`config.mk`:
```
export PLATFORM = sky130hd
export DESIGN_NAME = ram_fifo_ctrl
export DESIGN_NICKNAME = d
export VERILOG_FILES = /design/src/rtl/ram_fifo_ctrl.sv
export SDC_FILE = /design/constraint.sdc
export NUM_CORES = 1
export LEC_CHECK = 0
export ABC_CLOCK_PERIOD_IN_PS = 8700
export BUFFER_PORTS_ARGS = -buffer_cell sky130_fd_sc_hd__buf_2
export CAP_MARGIN = 20
export CORE_MARGIN = 3
export CORE_UTILIZATION = 45
export DETAILED_ROUTE_END_ITERATION = 10
export GPL_TIMING_DRIVEN = 0
export PLACE_DENSITY_LB_ADDON = 0.12
export SLEW_MARGIN = 10
export SYNTH_ARGS = -nofsm -noshare
export SYNTH_HDL_FRONTEND = slang
export SYNTH_SLANG_ARGS = --single-unit
```
`constraint.sdc`:
```
create_clock -name clk -period 8.7 [get_ports clk]
set_input_delay 0.435 -clock clk [delete_from_list [all_inputs] [get_ports clk]]
set_output_delay 0.435 -clock clk [all_outputs]
set_load 0.03 [all_outputs]
```
`src/rtl/ram_fifo_ctrl.sv`:
```
// FIFO controller driving a single-port synchronous RAM: arbitrates one RAM
// access per cycle between push and pop, and keeps the head word in a register.
module ram_fifo_ctrl #(
    parameter int DEPTH = 256,
    parameter int AWID  = 8,
    parameter int DWID  = 16
) (
    input  logic            clk,
    input  logic            rst_n,
    input  logic            clr,
    input  logic            in_valid,
    output logic            in_ready,
    input  logic [DWID-1:0] in_data,
    output logic            out_valid,
    input  logic            out_ready,
    output logic [DWID-1:0] out_data,
    output logic [AWID:0]   count,
    output logic            ram_we,
    output logic [AWID-1:0] ram_addr,
    output logic [DWID-1:0] ram_din,
    input  logic [DWID-1:0] ram_dout
);

    typedef enum logic {IDLE, RD_WAIT} state_t;
    typedef enum logic {READ, WRITE} grant_t;

    localparam logic [AWID:0]   FULL = (AWID+1)'(DEPTH);
    localparam logic [AWID-1:0] LAST = AWID'(DEPTH - 1);

    state_t          state;
    grant_t          last_grant;
    logic [AWID-1:0] wr_ptr;
    logic [AWID-1:0] rd_ptr;
    logic [AWID:0]   ram_cnt;
    logic            ov_q;

    logic            active;
    logic            rd_want;
    logic            wr_want;
    logic            rd_grant;
    logic            wr_grant;
    logic            pop;
    logic            capture;
    logic            ov_nxt;
    logic [AWID:0]   ram_cnt_nxt;

    // On a conflict the access type not granted last time wins, so neither side starves.
    always_comb begin
        active      = rst_n && !clr;
        rd_want     = active && (state == IDLE) && (ram_cnt != '0) && (!ov_q || out_ready);
        wr_want     = active && in_valid && (ram_cnt < FULL);
        rd_grant    = rd_want && (!wr_want || (last_grant == WRITE));
        wr_grant    = wr_want && !rd_grant;
        pop         = active && ov_q && out_ready;
        capture     = active && (state == RD_WAIT);
        ov_nxt      = capture ? 1'b1 : (pop ? 1'b0 : ov_q);
        ram_cnt_nxt = ram_cnt + (AWID+1)'(wr_grant) - (AWID+1)'(rd_grant);
    end

    assign in_ready  = active && (ram_cnt < FULL) && !rd_grant;
    assign out_valid = ov_q && !clr;
    assign ram_we    = wr_grant;
    assign ram_addr  = wr_grant ? wr_ptr : (rst_n ? rd_ptr : '0);
    assign ram_din   = rst_n ? in_data : '0;

    // Flush and reset share one path; an in-flight read is simply dropped.
    always_ff @(posedge clk) begin
        if (!rst_n || clr) begin
            state      <= IDLE;
            last_grant <= READ;
            wr_ptr     <= '0;
            rd_ptr     <= '0;
            ram_cnt    <= '0;
            ov_q       <= 1'b0;
            out_data   <= '0;
            count      <= '0;
        end else begin
            state   <= rd_grant ? RD_WAIT : IDLE;
            ov_q    <= ov_nxt;
            ram_cnt <= ram_cnt_nxt;
            count   <= ram_cnt_nxt + (AWID+1)'(rd_grant) + (AWID+1)'(ov_nxt);
            if (capture) begin
                out_data <= ram_dout;
            end
            if (rd_grant) begin
                last_grant <= READ;
                rd_ptr     <= (rd_ptr == LAST) ? '0 : rd_ptr + AWID'(1);
            end else if (wr_grant) begin
                last_grant <= WRITE;
                wr_ptr     <= (wr_ptr == LAST) ? '0 : wr_ptr + AWID'(1);
            end
        end
    end

    always @(posedge clk) begin
        if (rst_n) begin
            assert (ram_cnt <= FULL);
            assert (!(rd_grant && (ram_cnt == '0)));
        end
    end

endmodule
```
==> metrics.md, run 1 <==
| Metric | Value |
|---|---|
| Starting DRC count in detailed routing | 42 |
| Min-delay src | ram_dout[0] |
| Headroom to the max-slew limit | approximately 54% |
| Sinks on Clock Net | 53 |
| Final GP Congestion | 0.8167 |
| Largest family of logic cells by synthesized area | simple AND/OR/NAND/NOR gates |
| First-pass GRT wire length | 10440 µm |
| GR Util All Layers | between 10% and 20% |
| Synthesized instance count | approximately 320 |
| Effective utilization at floorplan | between 40% and 50% |
| Fin Setup TNS | 0 ps |
| Startpoint Class | register |
| P&R area growth vs syn | 21.71% |
| Max-cap check violation count | 0 |
| Num rows | 28 |
| Filler Cell Count | around 560 |
| Remaining DRCs | 0 |
| IO Count | between 80 and 90 |
| Commonest non-fill, non-tap cell in the layout | buf_2 |
| Die area | 7208 µm² |
| Mux contribution to synthesized area | between 6 and 7% |
| Cts hold-fix bufs | 0 |
| Routed wire length | just over 6000 µm |
| Post-synthesis xor/xnor area fraction | 6.253% |
| Die W | ~85 µm |
| Slew Viols, Final | 0 |
| Measured slew at the worst slew-check pin | 691.9 ps |
| Wirelength per Cell | between 10 and 15 µm |
| Min cycle time layout | 4150 ps |
| Clock root cell | clkbuf_8 |
| Syn Nets | about 380 |
| Status | finished clean |
| Largest net degree at the start of global routing | 15 |
| #FFs+latches synth | 53 |
| Worst skew pair latency | ~300 ps |
| Vias per cell | approximately 5 |
| CP arrival | roughly 4400 ps |
| Pwr Density | about 270 nW/µm² |
| Placed cells | 484 |
| Via count | approximately 2500 |
| Worst Setup SP | ram_cnt[2]$_SDFF_PP0_ |
| Peak supply drop | between 0.0001 and 0.00015 V |
| Cell Count, Final, Fillers Out | 490 |
| HPWL after DPL | around 4700 µm |
| Core Area | between 5000 and 6000 µm² |
| Crit. End Element | register |
| Clock-pin slew on the worst setup and hold paths | roughly 90 ps |
| H-tree levels | 2 |
| Die Height | between 80 and 90 µm |
| Final period util | a little under half |
| Sequential area share after synthesis | 37.87% |
| Area of the multi-input gates | ~1600 µm² |
| CP Class | register to register |
| Post-cts gate resize count | 0 |
| Post-Synth Adder-Cell Area | between 8 and 9% |
| Worst Path Max Fanout | 11 |
| Post-synthesis simple-gate area fraction | 24.03% |
| Yosys warns | 0 |
| Antenna cells | 0 |
| Nets | between 400 and 500 |
| Hold Fails Final Rpt | 0 |
| RSZ-0062 raised after global routing | false |
| Postcts setup bufs | 0 |
| Leakage power | around 1.5 nW |
| Total CTS buffers | 5 |
| Max Clk Rate | 0.2410 GHz |
| Syn avg cell area | 8.727 µm² |
| DR pass1 iterations | 4 |
| Register area | ~1100 µm² |
| Mapped Area | ~2800 µm² |
| Yosys cell types | between 50 and 60 |
| IO Port Bufs | between 80 and 90 |
| Antenna-violating nets left | 0 |
| Clock skew | slightly below 8 ps |
| Vias in the first global route | roughly 2400 |
| Longest Clk Path Bufs | 2 |
| HP Class | input port to register |
| Layout cells sized above 1 | 26.27% |
| Commonest cells after routing, fill and taps aside | buf_2 (90), dfxtp_1 (53), nor2_1 (42) |
| Post-synthesis compound-gate area fraction | about an eighth |
| GR Overflow Total | 0 |
| Antenna violations before repair | 0 |
| Reg-to-Reg Start | ram_cnt[2]$_SDFF_PP0_ |
| Total Power | between 0.9 and 1 mW |
| Hold WS | roughly 370 ps |
| Setup violators final | 0 |
| TritonCTS clock tree | built |
| Worst EP required | slightly below 9000 ps |
[synth_stat cells, drive strengths merged]
library cell   n  area (µm²)
a2111o         1       11.26
a2111oi        1       27.53
a211oi         3       35.03
a21o           1       7.510
a21oi          8       47.55
a221oi         1       15.01
a22o           1       8.760
a311oi         1       8.760
a31o           1       8.760
a31oi          2       12.51
a41oi          1       8.760
and2          24       150.1
and3           7       43.79
and4           1       8.760
and4b          1       10.01
buf            7       32.53
clkbuf         8       31.28
dfxtp         53        1061
fa             2       40.04
ha            15       187.7
inv           19       71.32
mux2           2       22.52
mux2i         16       160.2
nand2         31       116.4
nand2b         4       25.02
nand3          7       45.04
nand3b         2       15.01
nand4          4       25.02
nor2          42       157.7
nor2b          5       31.28
nor3           4       25.02
nor4           1       6.260
o211a          2       20.02
o211ai         3       27.52
o21a           1       7.510
o21ai         12       60.06
o311ai         1       8.760
o31a           1       8.760
o31ai          3       22.52
or3            1       6.260
or4            1       7.510
xnor2         10       87.58
xor2          10       87.58
[registers in the layout, summed over array words and instances, names as in the netlist]
name,count
rd_ptr,8
last_grant,1
wr_ptr,8
out_data,16
state,1
ram_cnt,9
ov_q,1
count,9
[cell families after synthesis]
logic type / count (synthesis)
adder cells (fa/ha/maj): 17
XOR/XNOR: 20
AO/OA/AOI/OAI: 44
AND/OR/NAND/NOR: 135
flip-flops: 53
buffers and inverters: 34
multiplexers: 18
[final timing paths]
path                                                 end  depth (start not counted)  slack, ps
worst min-delay path            out_data[0]$_SDFFE_PP0P_                          3        370
worst max-delay path                 count[8]$_SDFF_PP0_                         17       4550
worst max register to register       count[8]$_SDFF_PP0_                         17       4550
worst min register to register  out_data[0]$_SDFFE_PP0P_                          2        490
[worst max-delay path: stages, from the launching register on]
cell and delay [ps]:
dfxtp_1 350, inv_1 70, ha_1 200, and4b_1 190
a221oi_2 380, o211a_1 340, buf_4 230, ha_1 240
inv_1 60, ha_1 160, inv_1 60, fa_1 400
nor2b_1 170, o31ai_1 100, xnor2_1 340, nand3_1 210
nor3_2 180, mux2_2 350
[routing by layer]
layer | vias up | routed length [µm] | track usage [%]
met5 | - | 0 | 0
met4 | 0 | 57 | 5.180
met3 | 7 | 350 | 3.107
met2 | 80 | 2811 | 29.68
met1 | 1107 | 2814 | 22.26
li1 | 1262 | - | -
[metrics by stage]
stage / util (%) / worst slack (ps) / cell area (µm²)
global placement: 55.68 / 4529 / 3336
CTS: 56.91 / 4520 / 3410
global route: 56.91 / 4192 / 3410
floorplan: - / 5019 / 2801
detailed placement: 55.68 / 4542 / 3336
finish: 56.91 / 4550 / 3410
[report_power, final]
group	internal, mW	switching (mW)	total [mW]
clock network	0.0532	0.0752	0.128
logic	0.199	0.288	0.487
registers	0.273	0.0169	0.290
total	0.525	0.380	0.905
[final cells by class]
type / instances / area share (%)
clock buffers: 5 / 2.018
inverters: 19 / 2.092
well taps: 75 / 2.752
repair buffers: 88 / 12.92
flip-flops and latches: 53 / 31.12
clock inverters: 1 / 0.1468
plain buffers: 15 / 1.872
multi-input cells: 234 / 47.08
No activity file was read; power rests on OpenSTA's default activity.
==> run 2: changes to the inputs <==
--- a/config.mk
+++ b/config.mk
@@ -5,7 +5,7 @@
 export SDC_FILE = /design/constraint.sdc
 export NUM_CORES = 1
 export LEC_CHECK = 0
-export ABC_CLOCK_PERIOD_IN_PS = 8700
+export ABC_CLOCK_PERIOD_IN_PS = 3300
 export BUFFER_PORTS_ARGS = -buffer_cell sky130_fd_sc_hd__buf_2
 export CAP_MARGIN = 20
 export CORE_MARGIN = 3
==> constraint.sdc (replaced) <==
create_clock -name clk -period 3.3 [get_ports clk]
set_input_delay 0.165 -clock clk [delete_from_list [all_inputs] [get_ports clk]]
set_output_delay 0.165 -clock clk [all_outputs]
set_load 0.03 [all_outputs]
==> metrics.md, run 2 (same netlist as run 1, synthesis figures left out) <==
| Metric | Value |
|---|---|
| Remaining DRCs | 0 |
| HPWL after DPL | approximately 5000 µm |
| Die W | about 85 µm |
| Reg2Reg Depth | 17 |
| Commonest cells after routing, fill and taps aside | buf_2 (90), dfxtp_1 (47), nor2_1 (41) |
| Worst EP required | between 3000 and 4000 ps |
| Worst skew pair latency | approximately 300 ps |
| Final GP Congestion | 0.8074 |
| GR Util All Layers | between 10% and 20% |
| Critical Path, Cell by Cell | inv_2 > ha_2 > and4b_1 > a221oi_4 > o211a_4 > ha_4 > inv_2 > ha_4 > inv_2 > fa_2 > nor2b_2 > o31ai_1 > xnor2_1 > buf_4 > nand3_4 > o31a_1 > nor3_2 |
| IO Port Bufs | between 80 and 90 |
| Total CTS buffers | 5 |
| Routed wire length | about 6600 µm |
| Wirelength per Cell | roughly 13 µm |
| Hold Fails Final Rpt | 0 |
| CP Class | register to register |
| Hold WS | 91.23 ps |
| Top flop regs | out_data (16), count (9), ram_cnt (9) |
| TritonCTS clock tree | built |
| H-tree levels | 2 |
| Antenna violations before repair | 0 |
| Reg with most FFs | out_data |
| Worst Path Max Fanout | 3 |
| Comb power frac | 57.0% |
| WHS Path Cells | 3 |
| Max reg flops | 16 |
| Slew Viols, Final | 0 |
| IO Count | 89 |
| Post-route cell area | 3685 µm² |
| Peak supply drop | between 0.0006 and 0.0007 V |
| Antenna-violating nets left | 0 |
| Max Clk Rate | 0.2953 GHz |
| RSZ-0062 raised after global routing | true |
| Via count | between 2000 and 3000 |
| GR Overflow Total | 0 |
| Final period util | 102.6% |
| Largest net degree at the start of global routing | 17 |
| Cts hold-fix bufs | 0 |
| Setup violators final | 2 |
| Min cycle time layout | 3386 ps |
| Nets | 484 |
| Worst slack at placement | -656.6 ps |
| Commonest non-fill, non-tap cell in the layout | buf_2 |
| Num rows | 28 |
| DP Area | around 3400 µm² |
| Fin worst setup slack | -86.31 ps |
| Crit. End Element | register |
| Seq pwr share | between 20% and 30% |
| Longest Clk Path Bufs | 2 |
| Measured slew at the worst slew-check pin | 671.3 ps |
| Sinks on Clock Net | 53 |
| Die area | around 7200 µm² |
| Die Height | 84.90 µm |
| Cell Int Power | between 1.5 and 2 mW |
| Clock skew | roughly 4.3 ps |
| Startpoint Class | register |
| Fin Setup TNS | -147.5 ps |
| Antenna cells | 0 |
| Vias in the first global route | about 2500 |
| Clock root cell | clkbuf_8 |
| Sw frac | 41.60% |
| Critical Path Most Common Cell | inv_2 |
| Max-cap check violation count | 0 |
| Failing checks | negative setup slack |
| Worst stage delay on the critical path | between 300 and 400 ps |
| Status | complete, but fails checks |
| Slowest-stage cell, CP | fa_2 |
| First-pass GRT wire length | ~11000 µm |
| Sw power | ~1.2 mW |
| DR pass1 iterations | 4 |
| HP Class | input port to register |
| Pwr Density | ~770 nW/µm² |
| Leakage power | around 1.6 nW |
| Effective utilization at floorplan | a little under half |
| Core Area | 5991 µm² |
| Headroom to the max-slew limit | a little over half |
| P&R area growth vs syn | 31.53% |
| Post-layout util | ~62% |
| Clock-pin slew on the worst setup and hold paths | ~100 ps |
| Vias per cell | roughly 5 |
| Clk pwr share | around 16% |
| Layout cells sized above 1 | between 30% and 40% |
| CP arrival | ~3600 ps |
| Starting DRC count in detailed routing | 44 |
[run 2: stage by stage]
stage,power [mW],cells
final,2.825,506
after global routing,3.033,506
after CTS,2.759,504
after detailed placement,2.142,484
after global placement,2.108,484
after floorplan,1.848,321
[run 2: critical path: cells and delay by family, from the launching register on]
kind	cells	cell delay (ps)
compound gates	4	950
fa+ha+maj	4	850
simple gates	4	560
flops	1	350
buf+inv	4	310
xor+xnor	1	280
[run 2: power groups by stage]
stage                     combinational (mW)  sequential (mW)  clock [mW]
after floorplan                        0.992            0.857           0
after global placement                  1.32            0.784           0
after detailed placement                1.35            0.787           0
after CTS                               1.54            0.772       0.451
after global routing                    1.76            0.783       0.486
final                                   1.61            0.772       0.443
[run 2: path summary, 6_finish.rpt]
kind | start | endpoint | slack (ps)
worst max-delay path | ram_cnt[4]$_SDFF_PP0_ | count[7]$_SDFF_PP0_ | -90
worst min-delay path | ram_dout[1] | out_data[1]$_SDFFE_PP0P_ | 90
worst max register to register | ram_cnt[4]$_SDFF_PP0_ | count[7]$_SDFF_PP0_ | -90
worst min register to register | rd_ptr[7]$_SDFFE_PP0P_ | rd_ptr[7]$_SDFFE_PP0P_ | 490
[run 2: repair_timing]
action | CTS | global route
resized for setup | 14 | 3
pin swaps | 16 | 5
setup endpoints to repair | 9 | 6
setup buffers | 13 | 2
gates cloned | 0 | 0
[run 2: area by class of cell]
| type | instances | area, µm² |
|---|---|---|
| clock buffer | 6 | 72.57 |
| tap | 75 | 93.84 |
| fill | 544 | 2306 |
| buffer | 14 | 60.06 |
| clock inverter | 2 | 38.79 |
| multi-input combinational | 234 | 1727 |
| inverter | 19 | 71.32 |
| sequential | 53 | 1069 |
| timing repair buffer | 103 | 553.0 |
[run 2: layer usage]
metal  vias to the layer above  track usage, %  routed length, µm  share of wire [%]
li1                       1298               -                  -                  -
met1                      1144           23.33               2818                 43
met2                        78           32.38               3360                 51
met3                         8           3.204                341                5.1
met4                         0           6.043                106                1.6
met5                         -               0                  0                  0
==> run 3: changes to the inputs <==
--- a/config.mk
+++ b/config.mk
@@ -8,8 +8,10 @@
 export ABC_CLOCK_PERIOD_IN_PS = 3300
 export BUFFER_PORTS_ARGS = -buffer_cell sky130_fd_sc_hd__buf_2
 export CAP_MARGIN = 20
+export CELL_PAD_IN_SITES_DETAIL_PLACEMENT = 1
+export CELL_PAD_IN_SITES_GLOBAL_PLACEMENT = 1
 export CORE_MARGIN = 3
-export CORE_UTILIZATION = 45
+export CORE_UTILIZATION = 34
 export DETAILED_ROUTE_END_ITERATION = 10
 export GPL_TIMING_DRIVEN = 0
 export PLACE_DENSITY_LB_ADDON = 0.12
==> metrics.md, run 3 (same netlist as run 1, synthesis figures left out) <==
| Metric | Value |
|---|---|
| Failing checks | negative setup slack |
| Worst EP required | between 3000 and 4000 ps |
| P&R area growth vs syn | 33.32% |
| Die Height | slightly below 100 µm |
| Peak supply drop | about 0.00030 V |
| Antenna violations before repair | 0 |
| Pwr Density | between 700 and 800 nW/µm² |
| Setup violators final | 2 |
| Layout cells sized above 1 | between 30 and 40% |
| Worst stage delay on the critical path | between 300 and 400 ps |
| Effective utilization at floorplan | 35.70% |
| Measured slew at the worst slew-check pin | just under 700 ps |
| Clock-pin slew on the worst setup and hold paths | between 100 and 150 ps |
| Met3 Use GR | under 10% |
| Wirelength per Cell | ~15 µm |
| Nets | between 400 and 500 |
| Vias in the first global route | 2718 |
| Register area | around 1100 µm² |
| Commonest cells after routing, fill and taps aside | buf_2 (90), dfxtp_1 (47), nor2_1 (41) |
| H-tree levels | 2 |
| Placed cells | ~510 |
| CP arrival | ~3600 ps |
| R2R setup slack | -30 ps |
| Post-layout util | between 40% and 50% |
| Global routing's busiest layer | met2 |
| Clock root cell | clkbuf_8 |
| Vias per cell | 4.936 |
| Area of the multi-input gates | roughly 1700 µm² |
| Remaining DRCs | 0 |
| Cell Count, Final, Fillers Out | roughly 530 |
| Cell family with most CP delay | adder cells |
| Reg-to-Reg Start | ram_cnt[5]$_SDFF_PP0_ |
| RSZ-0062 raised after global routing | true |
| IO Count | 89 |
| Min cycle time layout | roughly 3300 ps |
| Max-cap check violation count | 0 |
| Cts hold-fix bufs | 0 |
| Reg2Reg Depth | 16 |
| Longest Clk Path Bufs | 2 |
| Fin Setup TNS | -47.70 ps |
| Final GP Congestion | 0.8506 |
| Slew Viols, Final | 0 |
| M2 GR Usage | 29.78% |
| Max Clk Rate | roughly 0.30 GHz |
| Leakage power | around 1.6 nW |
| HPWL after DPL | around 5800 µm |
| Slowest-stage cell, CP | dfxtp_2 |
| Commonest non-fill, non-tap cell in the layout | buf_2 |
| Total Power | between 2 and 3 mW |
| Headroom to the max-slew limit | 53.86% |
| DP Area | 3430 µm² |
| Worst skew pair latency | around 320 ps |
| Hold EP | out_data[13]$_SDFFE_PP0P_ |
| Crit. End Element | register |
| DR pass1 iterations | 4 |
| Critical Path, Cell by Cell | inv_1 > ha_2 > and4b_2 > a221oi_4 > o211a_4 > ha_4 > inv_2 > ha_4 > inv_2 > fa_2 > nor2b_2 > o211ai_1 > nand2_1 > xnor2_2 > nor3_2 > mux2_4 |
| Worst path depth | 16 |
| Fin worst setup slack | -27.66 ps |
| Antenna cells | 0 |
| Status | complete, but fails checks |
| Largest net degree at the start of global routing | 19 |
| First-pass GRT wire length | between 10000 and 15000 µm |
| Bufs and invs on worst path | 3 |
| Worst Path Max Fanout | 5 |
| Reg-to-Reg End | count[8]$_SDFF_PP0_ |
| Die W | between 90 and 100 µm |
| Final period util | 100.8% |
| Max reg flops | 16 |
| CP Class | register to register |
| Post-route cell area | 3735 µm² |
| Clock skew | 9.802 ps |
| TritonCTS clock tree | built |
| HP Class | input port to register |
| IO Port Bufs | 88 |
| Top flop regs | out_data (16), count (9), ram_cnt (9) |
| Total CTS buffers | 5 |
| Sinks on Clock Net | 53 |
| Die area | between 9000 and 10000 µm² |
| Core Area | between 7000 and 8000 µm² |
| Min-delay src | ram_dout[13] |
| Met1 Resource Use GR | a little under a fifth |
| Via count | approximately 2600 |
| GR Util All Layers | approximately 16% |
| Startpoint Class | register |
| Routed wire length | between 7000 and 8000 µm |
| Starting DRC count in detailed routing | 54 |
| GR Overflow Total | 0 |
| Antenna-violating nets left | 0 |
| WHS Path Cells | 3 |
| Num rows | 32 |
| Reg with most FFs | out_data |
| Filler Cell Count | around 1000 |
| Hold Fails Final Rpt | 0 |
run 3: final cells by class:
| class | instances | area share [%] |
|---|---|---|
| multi-input combinational | 234 | 46.80 |
| sequential | 53 | 28.61 |
| timing repair buffer | 105 | 15.31 |
| tap | 102 | 3.417 |
| inverter | 19 | 1.910 |
| clock buffer | 5 | 1.843 |
| buffer | 13 | 1.407 |
| clock inverter | 3 | 0.7035 |
run 3: layer usage:
layer | wire length, µm | part of all wire (%) | vias up
li1 | - | - | 1291
met1 | 3429 | 44 | 1267
met2 | 3871 | 50 | 67
met3 | 316 | 4.1 | 11
met4 | 130 | 1.7 | 0
met5 | 0 | 0 | -
run 3: worst max-delay path by stage:
stage / startpoint / end / slack (ps)
floorplan: ram_cnt[2]$_SDFF_PP0_ / count[8]$_SDFF_PP0_ / -260
global placement: ram_cnt[3]$_SDFF_PP0_ / count[8]$_SDFF_PP0_ / -620
detailed placement: ram_cnt[5]$_SDFF_PP0_ / count[8]$_SDFF_PP0_ / -640
CTS: ram_cnt[6]$_SDFF_PP0_ / count[8]$_SDFF_PP0_ / -100
global route: ram_cnt[3]$_SDFF_PP0_ / count[7]$_SDFF_PP0_ / -200
finish: ram_cnt[5]$_SDFF_PP0_ / count[8]$_SDFF_PP0_ / -30
run 3: per-stage QoR:
stage               hold WS [ps]  worst slack [ps]
floorplan                  312.2            -261.6
global placement           400.3            -620.0
detailed placement         414.2            -635.7
CTS                        67.29            -98.04
global route               84.89            -204.6
finish                     76.66            -27.66
run 3: power breakdown:
part           leakage (nW)  total (mW)  switching [mW]  internal (mW)
Clock                0.0423       0.396           0.241          0.155
Combinational          1.16        1.70           0.973          0.730
Sequential            0.432       0.774          0.0489          0.725
run 3: worst min-delay path, cell delays in order:
cell     delay (ps)
buf_2            70
mux2i_1          50
nor2_1           70
run 3: repair_timing:
item	in CTS	in global routing
setup endpoints to repair	11	6
buffers inserted	8	9
pin swaps	12	7
gates resized for setup	7	12
